<file path="src/rtl/greedy_code_builder_if.sv">
// Bundle of every non-clock/reset signal of greedy_code_builder.
// The builder uses the slave view; the surrounding system (RAMs, the
// populate_candidates filter and the requester) uses the master view.
interface greedy_code_builder_if;

    // Request / status
    logic       start;
    logic [3:0] n;
    logic [3:0] min_dist;
    logic       busy;
    logic       complete;
    logic       err;
    logic [7:0] code_count;

    // Candidate RAM port owned by the builder (cand_sel = 0)
    logic       cand_sel;
    logic [7:0] cand_addr;
    logic [7:0] cand_data;
    logic       cand_wren;
    logic [7:0] cand_q;

    // Code RAM write port
    logic [7:0] code_addr;
    logic [7:0] code_data;
    logic       code_wren;

    // populate_candidates control
    logic [7:0] pc_code;
    logic [7:0] pc_base_cand;
    logic [7:0] pc_cand_len;
    logic [7:0] pc_base_next;
    logic [3:0] pc_min_dist;
    logic       pc_start;
    logic [7:0] pc_next_len;
    logic       pc_complete;

    modport slave (
        input  start, n, min_dist, cand_q, pc_next_len, pc_complete,
        output busy, complete, err, code_count,
               cand_sel, cand_addr, cand_data, cand_wren,
               code_addr, code_data, code_wren,
               pc_code, pc_base_cand, pc_cand_len, pc_base_next,
               pc_min_dist, pc_start
    );

    modport master (
        output start, n, min_dist, cand_q, pc_next_len, pc_complete,
        input  busy, complete, err, code_count,
               cand_sel, cand_addr, cand_data, cand_wren,
               code_addr, code_data, code_wren,
               pc_code, pc_base_cand, pc_cand_len, pc_base_next,
               pc_min_dist, pc_start
    );

endinterface

</file>
<file path="src/rtl/greedy_code_builder.sv">
// Greedy (lexicographic) code builder.
// Seeds candidate region A with every n-bit word, then repeatedly pops the
// lowest candidate into the code RAM and hands the rest of the list to
// populate_candidates, which copies the survivors into the other region.
// The two candidate regions ping-pong on every filter pass.
module greedy_code_builder #(
    parameter int         MAX_N    = 7,
    parameter logic [7:0] BASE_A   = 8'd0,
    parameter logic [7:0] BASE_B   = 8'd128,
    parameter int         READ_LAT = 2
) (
    input logic                  clock,
    input logic                  reset,
    greedy_code_builder_if.slave bus
);

    localparam int         LAT_W   = (READ_LAT > 1) ? $clog2(READ_LAT) : 1;
    localparam logic [3:0] MAX_N_W = 4'(MAX_N);

    typedef enum logic [2:0] {
        S_IDLE,
        S_INIT,
        S_PICK,
        S_RDWAIT,
        S_LATCH,
        S_FSTART,
        S_FWAIT,
        S_DONE
    } state_t;

    // Current state and registered outputs
    state_t             r_state;
    logic [3:0]         r_n;
    logic [7:0]         r_cur_base;
    logic [7:0]         r_oth_base;
    logic [8:0]         r_remain;
    logic [8:0]         r_idx;
    logic [LAT_W-1:0]   r_lat;
    logic               r_busy;
    logic               r_complete;
    logic               r_err;
    logic [7:0]         r_code_count;
    logic               r_cand_sel;
    logic [7:0]         r_cand_addr;
    logic [7:0]         r_cand_data;
    logic               r_cand_wren;
    logic [7:0]         r_code_addr;
    logic [7:0]         r_code_data;
    logic               r_code_wren;
    logic [7:0]         r_pc_code;
    logic [7:0]         r_pc_base_cand;
    logic [7:0]         r_pc_cand_len;
    logic [7:0]         r_pc_base_next;
    logic [3:0]         r_pc_min_dist;
    logic               r_pc_start;

    // Next-state values
    state_t             w_state;
    logic [3:0]         w_n;
    logic [7:0]         w_cur_base;
    logic [7:0]         w_oth_base;
    logic [8:0]         w_remain;
    logic [8:0]         w_idx;
    logic [LAT_W-1:0]   w_lat;
    logic               w_err;
    logic [7:0]         w_code_count;
    logic               w_cand_sel;
    logic [7:0]         w_cand_addr;
    logic [7:0]         w_cand_data;
    logic               w_cand_wren;
    logic [7:0]         w_code_addr;
    logic [7:0]         w_code_data;
    logic               w_code_wren;
    logic [7:0]         w_pc_code;
    logic [7:0]         w_pc_base_cand;
    logic [7:0]         w_pc_cand_len;
    logic [7:0]         w_pc_base_next;
    logic               w_pc_start;
    logic [8:0]         w_size;
    logic               w_bad_n;

    // Number of words of the latched width (2^n, exact up to 2^MAX_N)
    assign w_size  = 9'd1 << r_n;
    assign w_bad_n = (bus.n == 4'd0) || (bus.n > MAX_N_W);

    // Next-state and next-output decode
    always_comb begin
        // NOTE: every variable gets a default before the case so no path
        // leaves one unassigned, which would otherwise infer a latch.
        w_state        = r_state;
        w_n            = r_n;
        w_cur_base     = r_cur_base;
        w_oth_base     = r_oth_base;
        w_remain       = r_remain;
        w_idx          = r_idx;
        w_lat          = r_lat;
        w_err          = r_err;
        w_code_count   = r_code_count;
        w_cand_sel     = r_cand_sel;
        w_cand_addr    = r_cand_addr;
        w_cand_data    = r_cand_data;
        w_cand_wren    = 1'b0;
        w_code_addr    = r_code_addr;
        w_code_data    = r_code_data;
        w_code_wren    = 1'b0;
        w_pc_code      = r_pc_code;
        w_pc_base_cand = r_pc_base_cand;
        w_pc_cand_len  = r_pc_cand_len;
        w_pc_base_next = r_pc_base_next;
        w_pc_start     = 1'b0;

        case (r_state)
            S_IDLE: begin
                if (bus.start) begin
                    w_code_count = 8'd0;
                    if (w_bad_n) begin
                        w_err   = 1'b1;
                        w_state = S_DONE;
                    end else begin
                        w_err      = 1'b0;
                        w_n        = bus.n;
                        w_cur_base = BASE_A;
                        w_oth_base = BASE_B;
                        w_idx      = 9'd0;
                        w_state    = S_INIT;
                    end
                end
            end

            // Seed region A with the words 0 .. 2^n-1, one per cycle
            S_INIT: begin
                w_cand_addr = BASE_A + r_idx[7:0];
                w_cand_data = r_idx[7:0];
                w_cand_wren = 1'b1;
                w_idx       = r_idx + 9'd1;
                if (r_idx == w_size - 9'd1) begin
                    w_remain = w_size;
                    w_state  = S_PICK;
                end
            end

            // The lowest surviving candidate always sits at the region base
            S_PICK: begin
                if (r_remain == 9'd0) begin
                    w_state = S_DONE;
                end else begin
                    w_cand_addr = r_cur_base;
                    w_lat       = '0;
                    w_state     = S_RDWAIT;
                end
            end

            S_RDWAIT: begin
                if (r_lat == LAT_W'(READ_LAT - 1)) begin
                    w_state = S_LATCH;
                end else begin
                    w_lat = r_lat + LAT_W'(1);
                end
            end

            S_LATCH: begin
                w_code_data  = bus.cand_q;
                w_code_addr  = r_code_count;
                w_code_wren  = 1'b1;
                w_code_count = r_code_count + 8'd1;
                // A lone candidate leaves nothing to filter
                w_state      = (r_remain == 9'd1) ? S_DONE : S_FSTART;
            end

            // Hand the rest of the list (everything after the pick) to the filter
            S_FSTART: begin
                w_pc_code      = r_code_data;
                w_pc_base_cand = r_cur_base + 8'd1;
                w_pc_cand_len  = r_remain[7:0] - 8'd1;
                w_pc_base_next = r_oth_base;
                w_cand_sel     = 1'b1;
                w_pc_start     = 1'b1;
                w_state        = S_FWAIT;
            end

            // Survivors now live in the other region; swap roles
            S_FWAIT: begin
                if (bus.pc_complete) begin
                    w_remain   = {1'b0, bus.pc_next_len};
                    w_cur_base = r_oth_base;
                    w_oth_base = r_cur_base;
                    w_cand_sel = 1'b0;
                    w_state    = S_PICK;
                end
            end

            S_DONE: begin
                w_state = S_IDLE;
            end

            default: begin
                w_state = S_IDLE;
            end
        endcase
    end

    // State and output registers
    always_ff @(posedge clock or posedge reset) begin
        if (reset) begin
            r_state        <= S_IDLE;
            r_n            <= 4'd0;
            r_cur_base     <= 8'd0;
            r_oth_base     <= 8'd0;
            r_remain       <= 9'd0;
            r_idx          <= 9'd0;
            r_lat          <= '0;
            r_busy         <= 1'b0;
            r_complete     <= 1'b0;
            r_err          <= 1'b0;
            r_code_count   <= 8'd0;
            r_cand_sel     <= 1'b0;
            r_cand_addr    <= 8'd0;
            r_cand_data    <= 8'd0;
            r_cand_wren    <= 1'b0;
            r_code_addr    <= 8'd0;
            r_code_data    <= 8'd0;
            r_code_wren    <= 1'b0;
            r_pc_code      <= 8'd0;
            r_pc_base_cand <= 8'd0;
            r_pc_cand_len  <= 8'd0;
            r_pc_base_next <= 8'd0;
            r_pc_min_dist  <= 4'd0;
            r_pc_start     <= 1'b0;
        end else begin
            // NOTE: non-blocking assignments so every register samples the
            // values from before this edge, independent of statement order.
            r_state        <= w_state;
            r_n            <= w_n;
            r_cur_base     <= w_cur_base;
            r_oth_base     <= w_oth_base;
            r_remain       <= w_remain;
            r_idx          <= w_idx;
            r_lat          <= w_lat;
            r_busy         <= (w_state != S_IDLE);
            r_complete     <= (w_state == S_DONE);
            r_err          <= w_err;
            r_code_count   <= w_code_count;
            r_cand_sel     <= w_cand_sel;
            r_cand_addr    <= w_cand_addr;
            r_cand_data    <= w_cand_data;
            r_cand_wren    <= w_cand_wren;
            r_code_addr    <= w_code_addr;
            r_code_data    <= w_code_data;
            r_code_wren    <= w_code_wren;
            r_pc_code      <= w_pc_code;
            r_pc_base_cand <= w_pc_base_cand;
            r_pc_cand_len  <= w_pc_cand_len;
            r_pc_base_next <= w_pc_base_next;
            r_pc_min_dist  <= bus.min_dist;
            r_pc_start     <= w_pc_start;
        end
    end

    assign bus.busy         = r_busy;
    assign bus.complete     = r_complete;
    assign bus.err          = r_err;
    assign bus.code_count   = r_code_count;
    assign bus.cand_sel     = r_cand_sel;
    assign bus.cand_addr    = r_cand_addr;
    assign bus.cand_data    = r_cand_data;
    assign bus.cand_wren    = r_cand_wren;
    assign bus.code_addr    = r_code_addr;
    assign bus.code_data    = r_code_data;
    assign bus.code_wren    = r_code_wren;
    assign bus.pc_code      = r_pc_code;
    assign bus.pc_base_cand = r_pc_base_cand;
    assign bus.pc_cand_len  = r_pc_cand_len;
    assign bus.pc_base_next = r_pc_base_next;
    assign bus.pc_min_dist  = r_pc_min_dist;
    assign bus.pc_start     = r_pc_start;

endmodule
</file>
<file path="src/flat_wrapper.sv">
// flat-port wrapper written by rule: the top's interface ports become plain ports
module greedy_code_builder_flat 
#(
    parameter int         MAX_N    = 7,
    parameter logic [7:0] BASE_A   = 8'd0,
    parameter logic [7:0] BASE_B   = 8'd128,
    parameter int         READ_LAT = 2
)
  (clock, reset, bus_start, bus_n, bus_min_dist, bus_cand_q, bus_pc_next_len, bus_pc_complete, bus_busy, bus_complete, bus_err, bus_code_count, bus_cand_sel, bus_cand_addr, bus_cand_data, bus_cand_wren, bus_code_addr, bus_code_data, bus_code_wren, bus_pc_code, bus_pc_base_cand, bus_pc_cand_len, bus_pc_base_next, bus_pc_min_dist, bus_pc_start);
  greedy_code_builder_if bus_i ();
  input logic clock;
  input logic reset;
  input wire logic [$bits(bus_i.start)-1:0] bus_start;
  input wire logic [$bits(bus_i.n)-1:0] bus_n;
  input wire logic [$bits(bus_i.min_dist)-1:0] bus_min_dist;
  input wire logic [$bits(bus_i.cand_q)-1:0] bus_cand_q;
  input wire logic [$bits(bus_i.pc_next_len)-1:0] bus_pc_next_len;
  input wire logic [$bits(bus_i.pc_complete)-1:0] bus_pc_complete;
  output wire logic [$bits(bus_i.busy)-1:0] bus_busy;
  output wire logic [$bits(bus_i.complete)-1:0] bus_complete;
  output wire logic [$bits(bus_i.err)-1:0] bus_err;
  output wire logic [$bits(bus_i.code_count)-1:0] bus_code_count;
  output wire logic [$bits(bus_i.cand_sel)-1:0] bus_cand_sel;
  output wire logic [$bits(bus_i.cand_addr)-1:0] bus_cand_addr;
  output wire logic [$bits(bus_i.cand_data)-1:0] bus_cand_data;
  output wire logic [$bits(bus_i.cand_wren)-1:0] bus_cand_wren;
  output wire logic [$bits(bus_i.code_addr)-1:0] bus_code_addr;
  output wire logic [$bits(bus_i.code_data)-1:0] bus_code_data;
  output wire logic [$bits(bus_i.code_wren)-1:0] bus_code_wren;
  output wire logic [$bits(bus_i.pc_code)-1:0] bus_pc_code;
  output wire logic [$bits(bus_i.pc_base_cand)-1:0] bus_pc_base_cand;
  output wire logic [$bits(bus_i.pc_cand_len)-1:0] bus_pc_cand_len;
  output wire logic [$bits(bus_i.pc_base_next)-1:0] bus_pc_base_next;
  output wire logic [$bits(bus_i.pc_min_dist)-1:0] bus_pc_min_dist;
  output wire logic [$bits(bus_i.pc_start)-1:0] bus_pc_start;
  assign bus_i.start = bus_start;
  assign bus_i.n = bus_n;
  assign bus_i.min_dist = bus_min_dist;
  assign bus_i.cand_q = bus_cand_q;
  assign bus_i.pc_next_len = bus_pc_next_len;
  assign bus_i.pc_complete = bus_pc_complete;
  assign bus_busy = bus_i.busy;
  assign bus_complete = bus_i.complete;
  assign bus_err = bus_i.err;
  assign bus_code_count = bus_i.code_count;
  assign bus_cand_sel = bus_i.cand_sel;
  assign bus_cand_addr = bus_i.cand_addr;
  assign bus_cand_data = bus_i.cand_data;
  assign bus_cand_wren = bus_i.cand_wren;
  assign bus_code_addr = bus_i.code_addr;
  assign bus_code_data = bus_i.code_data;
  assign bus_code_wren = bus_i.code_wren;
  assign bus_pc_code = bus_i.pc_code;
  assign bus_pc_base_cand = bus_i.pc_base_cand;
  assign bus_pc_cand_len = bus_i.pc_cand_len;
  assign bus_pc_base_next = bus_i.pc_base_next;
  assign bus_pc_min_dist = bus_i.pc_min_dist;
  assign bus_pc_start = bus_i.pc_start;
  greedy_code_builder #(.MAX_N(MAX_N), .BASE_A(BASE_A), .BASE_B(BASE_B), .READ_LAT(READ_LAT)) u_core (.clock(clock), .reset(reset), .bus(bus_i));
endmodule
</file>
<file path="config.mk">
export PLATFORM = sky130hd
export DESIGN_NAME = greedy_code_builder_flat
export DESIGN_NICKNAME = d
export VERILOG_FILES = /design/src/rtl/greedy_code_builder_if.sv /design/src/rtl/greedy_code_builder.sv /design/src/flat_wrapper.sv
export SDC_FILE = /design/constraint.sdc
export NUM_CORES = 1
export LEC_CHECK = 0
export ABC_AREA = 1
export CORE_MARGIN = 4
export CORE_UTILIZATION = 56
export CTS_BUF_LIST = sky130_fd_sc_hd__clkbuf_16
export CTS_CLUSTER_SIZE = 8
export DETAILED_ROUTE_END_ITERATION = 12
export GPL_TIMING_DRIVEN = 0
export PLACE_DENSITY = 0.86
export SLEW_MARGIN = 40
export SYNTH_ARGS = -nofsm -noshare
export SYNTH_HDL_FRONTEND = slang
export SYNTH_SLANG_ARGS = --single-unit
</file>
<file path="constraint.sdc">
create_clock -name clock -period 9.3 [get_ports clock]
set_input_delay 0.93 -clock clock [delete_from_list [all_inputs] [get_ports clock]]
set_output_delay 0.93 -clock clock [all_outputs]
set_load 0.005 [all_outputs]
</file>
==> results of run 1 <==
[cells by family (layout without fill, tap and decap cells)]
group / after synthesis / count (layout) / synth area share (%)
and+or+nand+nor: 298 / 298 / 23.3
adders and majority gates: 6 / 6 / 1.33
DFF: 125 / 125 / 55.6
buffers and inverters: 92 / 235 / 6.43
xor gates and xnor gates: 13 / 13 / 2.02
muxes: 1 / 1 / 0.178
AOI/OAI and AO/OA: 111 / 111 / 11.1
[metrics by stage]
stage	std cells	power, mW	hold WS, ps
floorplan	646	1.58	444
global placement	889	2.06	455
detailed placement	890	2.12	466
CTS	922	2.77	483
global route	922	2.96	508
finish	922	2.77	485
[worst max-delay path, stage by stage (launching register included)]
cell,delay [ps]
dfrtp_1,420
nor2_1,350
nand2_2,130
ha_1,340
inv_1,50
nand2_1,60
nand2_1,50
nor2_1,120
nand2_1,60
nor2_1,80
nand3_1,100
nor2_2,150
nand3_1,120
nand2_1,100
nand3_1,120
nor2_1,120
nand2_1,70
[worst paths after layout]
check | start | end | cells past startpoint
min | u_core.bus.code_addr[6]$_DFFE_PP0P_ | u_core.bus.code_addr[6]$_DFFE_PP0P_ | 2
max reg2reg | u_core.r_n[0]$_DFFE_PP0P_ | u_core.bus.busy$_DFF_PP0_ | 16
min in group asynchronous | reset | u_core.bus.cand_sel$_DFFE_PP0P_ | 2
max in group asynchronous | reset | u_core.r_idx[6]$_DFFE_PP0P_ | 3
max | u_core.r_n[0]$_DFFE_PP0P_ | u_core.bus.busy$_DFF_PP0_ | 16
min reg2reg | u_core.bus.code_addr[6]$_DFFE_PP0P_ | u_core.bus.code_addr[6]$_DFFE_PP0P_ | 2
[sequential cells by signal, indices dropped and copies added, names as in the netlist]
register / flops
u_core.bus.busy: 1
u_core.bus.cand_addr: 8
u_core.bus.cand_data: 8
u_core.bus.cand_sel: 1
u_core.bus.cand_wren: 1
u_core.bus.code_addr: 8
u_core.bus.code_count: 8
u_core.bus.code_data: 8
u_core.bus.code_wren: 1
u_core.bus.complete: 1
u_core.bus.err: 1
u_core.bus.pc_base_cand: 8
u_core.bus.pc_base_next: 8
u_core.bus.pc_cand_len: 8
u_core.bus.pc_code: 8
u_core.bus.pc_min_dist: 4
u_core.bus.pc_start: 1
u_core.r_cur_base: 8
u_core.r_idx: 9
u_core.r_lat: 1
u_core.r_n: 4
u_core.r_oth_base: 8
u_core.r_remain: 9
u_core.r_state: 3
[cell usage in the layout, fill, tap and decap left out, types with 3 or more instances in the layout]
cell             Yosys  routed
a21oi_1             10      10
xor2_1               8       8
inv_2                7       7
dfrtp_1            125     125
clkbuf_1             9       9
nor3_1               6       6
a31oi_1              8       8
clkbuf_16            0      17
ha_1                 6       6
buf_2                4       4
nor2_2               6       6
nor2_1              43      43
inv_1               69      71
clkdlybuf4s50_1      0     110
nand3_1             33      33
clkinv_2             0       3
clkinvlp_4           0       4
o22ai_1             19      19
nand2_2              9       9
nand4_1              3       3
xnor2_1              5       5
nand2_4              3       3
nand2_1            183     183
o21ai_0             66      66
[final cells by class]
cell class	count	share of cell area [%]
Sequential cell	125	41.8
Clock inverter	15	1.77
Timing Repair Buffer	111	15.1
Buffer	16	1.02
Multi-Input combinational cell	429	28.5
Tap cell	133	2.22
Inverter	76	3.91
Clock buffer	17	5.68
[power by group]
part / total [mW] / internal, mW / switching [mW]
clock: 0.621 / 0.388 / 0.233
combinational: 1.21 / 0.530 / 0.676
sequential: 0.943 / 0.768 / 0.176
[layer usage]
layer  vias up  part of all wire (%)  routed length (um)  track usage (%)
met5         -                     0                   0                0
met4         0                   2.5                 390             10.8
met3        37                   8.3                1280             6.63
met2       266                    51                7840             46.6
met1      2455                    38                5950             34.6
li1       2360                     -                   -                -
==> impl_results.md, run 1 <==
- Setup Viol. Count Final: 0
- Hold Crit Class: reg -> reg
- Resize count post-CTS: 0
- Post-route ant nets: 0
- Reg-to-reg setup timing slack: 6740 ps
- Fill cell count: 646
- Die area: 0.0117 mm2
- Via density: 5.55
- Post-Syn Area: 0.00562 mm2
- Crit. End Element: flop
- Average size of a mapped cell: 8.71 um2
- CTS HTree Levels: 4
- Crit path kind: reg -> reg
- Status: finished, final reports clean
- ANT cells: 0
- # IOs: 111
- Yosys cell types: 40
- Setup bufs post-CTS: 0
- Relative slew slack: 57.1%
- Peak supply drop: 0.167 mV
- Starting DRT DRC Count: 431
- Hold-fix buffer count after cts: 0
- Die height: 108 um
- Vias in the first global route: 5080
- Clock Tree Buf Depth: 2
- Setup_tns: 0 ps
- Total track usage: 27.6%
- Initial antenna violation count: 0
- Largest area contributor in the netlist: dfrtp_1
- Final period util: 27.6%
- CP max FO: 5
- Final instance area: 0.00748 mm2
- Clk sink count: 125
- First-pass GRT wire length: 25.1 mm
- Synthesis-to-layout area growth: 33.1%
- Yosys warnings: 0
- Most common cell in the netlist: nand2_1
- Final Skew: 7.51 ps
- Final WL: 15.5 mm
- Post-route setup slack: 6740 ps
- CP startpoint kind: flop
- Tightest Pin Transition: 642 ps
- Multi-input logic area: 0.00213 mm2
- RSZ-0062 raised after global routing: false
- Top cells by area, synth: dfrtp_1 (56%), nand2_1 (12%), o21ai_0 (5.9%), inv_1 (4.6%), nand3_1 (2.9%)
- Syn Nets: 680
- Post-route minimum period: 2560 ps
- Yosys reg bits: 125
- Fin util: 76.6%
- Register area share after synthesis: 55.6%
- Via count: 5118
- Hold Violations, Final: 0
- # DRC: 0
- Post-synth EDFFs: 0
- Routed len/inst: 16.8 um
- Max-slew violation count: 0
- First drt pass iteration count: 7
- Setup Slack @ Placement: 6490 ps
- Final nets: 810
- DP HPWL: 10.9 mm
- Async SR Flop Fraction: 100%
- CTS Buf Count: 17
- Pwr Density: 370 mW/mm2
- Final Wtd Congestion: 0.928
- CTS clock-pin slew for the worst setup and hold paths: 60 ps
- Ys flop type: dfrtp_1
- Port bufs: 110
- Post-synth top cells: nand2_1 (183), dfrtp_1 (125), inv_1 (69)
- Worst EP arrival: 2850 ps
- Synth top area share: 55.6%
- Largest net degree at the start of global routing: 78
- Fmax: 390 MHz
- Worst-Skew Late Latency: 400 ps
- Die outline width: 108 um
- FP Rows: 36
- Total gr overflow: 0
- Register area: 0.00313 mm2
- Initial Util: 57.5%
- Gate Count Post-Synth: 646
- CTS tree: built
- Core Box Area: 0.00977 mm2
- Crit path required time: 9590 ps
- Leakage: 3.48 nW
- Share of cells above drive strength 1: 8.75%
- Placed Area: 0.00693 mm2
- Maxcap violations: 0
- Clk root buf: clkbuf_16
Power figures use the tool's default switching activity.
==> inputs of run 2 (changes only) <==
CORE_UTILIZATION = 47   (was 56)
PLACE_DENSITY = 0.77   (was 0.86)
clock period = 2.2 ns   (was 9.3 ns; I/O delays follow)
==> run 2 against run 1 <==
Against the previous run: the flow now finishes with violations (negative setup slack); largest power group unchanged; register-to-register slack got worse by 6800 ps; largest cell class unchanged; sequential power increased to 4.3 times the previous value; sequential share of layout area decreased by 1.2 points; clock skew increased by 2.1 ps.
==> impl_results.md, run 2 (synthesis gave the netlist of run 1 again) <==
- Status: finished with violations
- Failing checks: negative setup slack
- Synthesis-to-layout area growth: 37.1%
- Post-route setup slack: -70.2 ps (-6810 ps)
- Total power: 11.9 mW (+330%)
- Hold Violations, Final: 0 (unchanged)
- First-pass GRT wire length: 24.9 mm (-0.60%)
- Clk sink count: 125 (unchanged)
- Seq pwr share: 33.8% (-0.2 points)
- FP Rows: 39 (+8.3%)
- Clock group share of total power: 22.6% (+0.2 points)
- Tightest Pin Transition: 613 ps (-29.1 ps)
- CTS Buf Count: 17 (unchanged)
- Worst EP arrival: 2570 ps (-280 ps)
- Setup Viol. Count Final: 10 (+10)
- Final nets: 820 (+1.2%)
- Relative slew slack: 59.0% (+1.9 points)
- DP HPWL: 10.9 mm (+0.31%)
- Pwr Density: 1540 mW/mm2 (+320%)
- Post-route minimum period: 2270 ps (-293 ps)
- Final instance area: 0.00771 mm2 (+3.0%)
- Largest net degree at the start of global routing: 25 (-68%)
- Fill cell count: 908 (+41%)
- Largest regs: u_core.r_idx x9, u_core.r_remain x9
- Maxcap violations: 0 (unchanged)
- Total gr overflow: 0 (unchanged)
- Clock Tree Buf Depth: 2 (unchanged)
- Placed cell count: 904 (+1.6%)
- CP startpoint kind: flop
- CTS HTree Levels: 4 (unchanged)
- CTS tree: built
- Starting DRT DRC Count: 408 (-5.3%)
- Peak supply drop: 0.663 mV (+300%)
- Combinational fraction of design power: 43.6% (about the same)
- Vias in the first global route: 5029 (-1.0%)
- ANT cells: 0 (unchanged)
- Routed len/inst: 15.8 um (-5.5%)
- First drt pass iteration count: 6 (-1)
- Post-route ant nets: 0 (unchanged)
- Die outline width: 117 um (+8.5%)
- Hold-fix buffer count after cts: 0 (unchanged)
- Final period util: 103% (+76 points)
- CTS clock-pin slew for the worst setup and hold paths: 60 ps (about the same)
- Placed Area: 0.00703 mm2 (+1.5%)
- Crit. End Element: flop
- Pint: 7.34 mW (+340%)
- Commonest cells after routing, fill and taps aside: nand2_1 (181), dfrtp_1 (121), clkdlybuf4s50_1 (110)
- Net Sw Power: 4.54 mW (+320%)
- Hold Crit Class: in -> async
- Initial antenna violation count: 0 (unchanged)
- Fmax: 440 MHz (+13%)
- Initial Util: 48.6% (-8.9 points)
- Commonest non-fill, non-tap cell in the layout: nand2_1
- Crit path required time: 2500 ps (-7090 ps)
- # IOs: 111 (unchanged)
- Layout Cells excl Fill: 939 (+1.8%)
- Final WL: 14.9 mm (-3.7%)
- Multi-input logic area: 0.00222 mm2 (+4.2%)
- # DRC: 0 (unchanged)
- Total track usage: 22.2% (-5.4 points)
- Via count: 5015 (-2.0%)
- Die area: 0.0138 mm2 (+18%)
- Leakage: 3.56 nW (+2.2%)
- Clk root buf: clkbuf_16
- Die height: 117 um (+8.5%)
- Setup Slack @ Placement: -286 ps (-6780 ps)
- Crit path kind: reg -> reg
- RSZ-0062 raised after global routing: true
- CP max FO: 6 (+1)
- Final Wtd Congestion: 0.866 (-6.7%)
- Final Skew: 9.65 ps (+2.14 ps)
- Via density: 5.34 (-3.8%)
- Register area: 0.00313 mm2 (+0.16%)
- Port bufs: 110 (unchanged)
- Core Box Area: 0.0116 mm2 (+18%)
- Share of cells above drive strength 1: 11.1% (+2.3 points)
- Sw Share: 38.2% (-0.97 points)
- Max-slew violation count: 0 (unchanged)
- Worst-Skew Late Latency: 420 ps (+20 ps)
-- run 2: changes by cell type in the layout (fill, tap and decap cells not counted), moves of 3 or more --
cell / change
nand2_2: +3
buf_4: +4
dfrtp_1: -4
dfrtp_2: +4
nand3_1: -3
-- run 2: critical path, stage by stage, from the launching register on --
cell and delay [ps]:
dfrtp_2 440, nor2_4 210, nand3_4 120, ha_4 280
inv_2 30, nand2_1 50, nand2_1 50, nor2_1 90
nand2_1 60, nor2_1 90, nand3_1 110, nor2_4 150
nand3_4 140, nand2_8 130, nand2_4 70, nand2_2 60
nand2_1 50
-- run 2: cell type report --
cell class / instances / area share (%)
Sequential cell: 125 / 40.6
Multi-Input combinational cell: 431 / 28.8
Timing Repair Buffer: 120 / 16.4
Clock buffer: 17 / 5.52
Inverter: 76 / 3.75
Tap cell: 143 / 2.32
Clock inverter: 12 / 1.72
Buffer: 15 / 0.892
-- run 2: power groups by stage --
stage | Clock [mW] | Sequential (mW) | Combinational, mW
2_1_floorplan | 0 | 3.88 | 2.82
3_3_place_gp | 0 | 3.93 | 4.77
3_5_place_dp | 0 | 3.97 | 4.95
4_1_cts | 2.71 | 3.99 | 5.11
5_1_grt | 2.83 | 4.11 | 5.77
6_report | 2.69 | 4.01 | 5.18
-- run 2: through the flow --
step / setup TNS [ps] / hold slack [ps] / util [%]
after detailed placement: -3080 / 467 / 60.8
final: -509 / 163 / 66.7
after global routing: -2510 / 208 / 66.7
after global placement: -78900 / 457 / 59.7
after floorplan: 0 / 251 / -
after CTS: -1100 / 167 / 66.3
-- run 2: per-layer routing --
metal | vias up | global-route usage (%) | share of wire, %
met2 | 211 | 37.1 | 49
met5 | - | 0 | 0
met1 | 2393 | 28.3 | 42
met4 | 0 | 8.21 | 2.4
li1 | 2381 | - | -
met3 | 30 | 5.34 | 6.1
-- run 2: path summary, 6_finish.rpt --
path | depth (start not counted) | slack (ps) | startpoint | endpoint
min in group clock | 1 | 250 | bus_min_dist[3] | u_core.bus.pc_min_dist[3]$_DFF_PP0_
worst min-delay path | 2 | 160 | reset | u_core.bus.pc_code[4]$_DFFE_PP0P_
worst min register to register | 2 | 480 | u_core.bus.pc_cand_len[4]$_DFFE_PP0P_ | u_core.bus.pc_cand_len[4]$_DFFE_PP0P_
worst max-delay path | 16 | -70 | u_core.r_n[3]$_DFFE_PP0P_ | u_core.r_remain[5]$_DFFE_PP0P_
max in group asynchronous | 5 | 1180 | reset | u_core.bus.code_count[1]$_DFFE_PP0P_
worst max register to register | 16 | -70 | u_core.r_n[3]$_DFFE_PP0P_ | u_core.r_remain[5]$_DFFE_PP0P_
-- run 2: repair_timing --
| item | 4_1_cts | 5_1_grt |
|---|---|---|
| setup endpoints to repair | 13 | 13 |
| pin swaps | 8 | 4 |
| cloned | 2 | 0 |
| buffers inserted | 1 | 4 |
| resized for setup | 13 | 6 |
==> inputs of run 3 (changes only) <==
CAP_MARGIN = 10   (was not set)
==> results of run 3 <==
The final DEF is identical to that of run 2; final timing and power are the same.
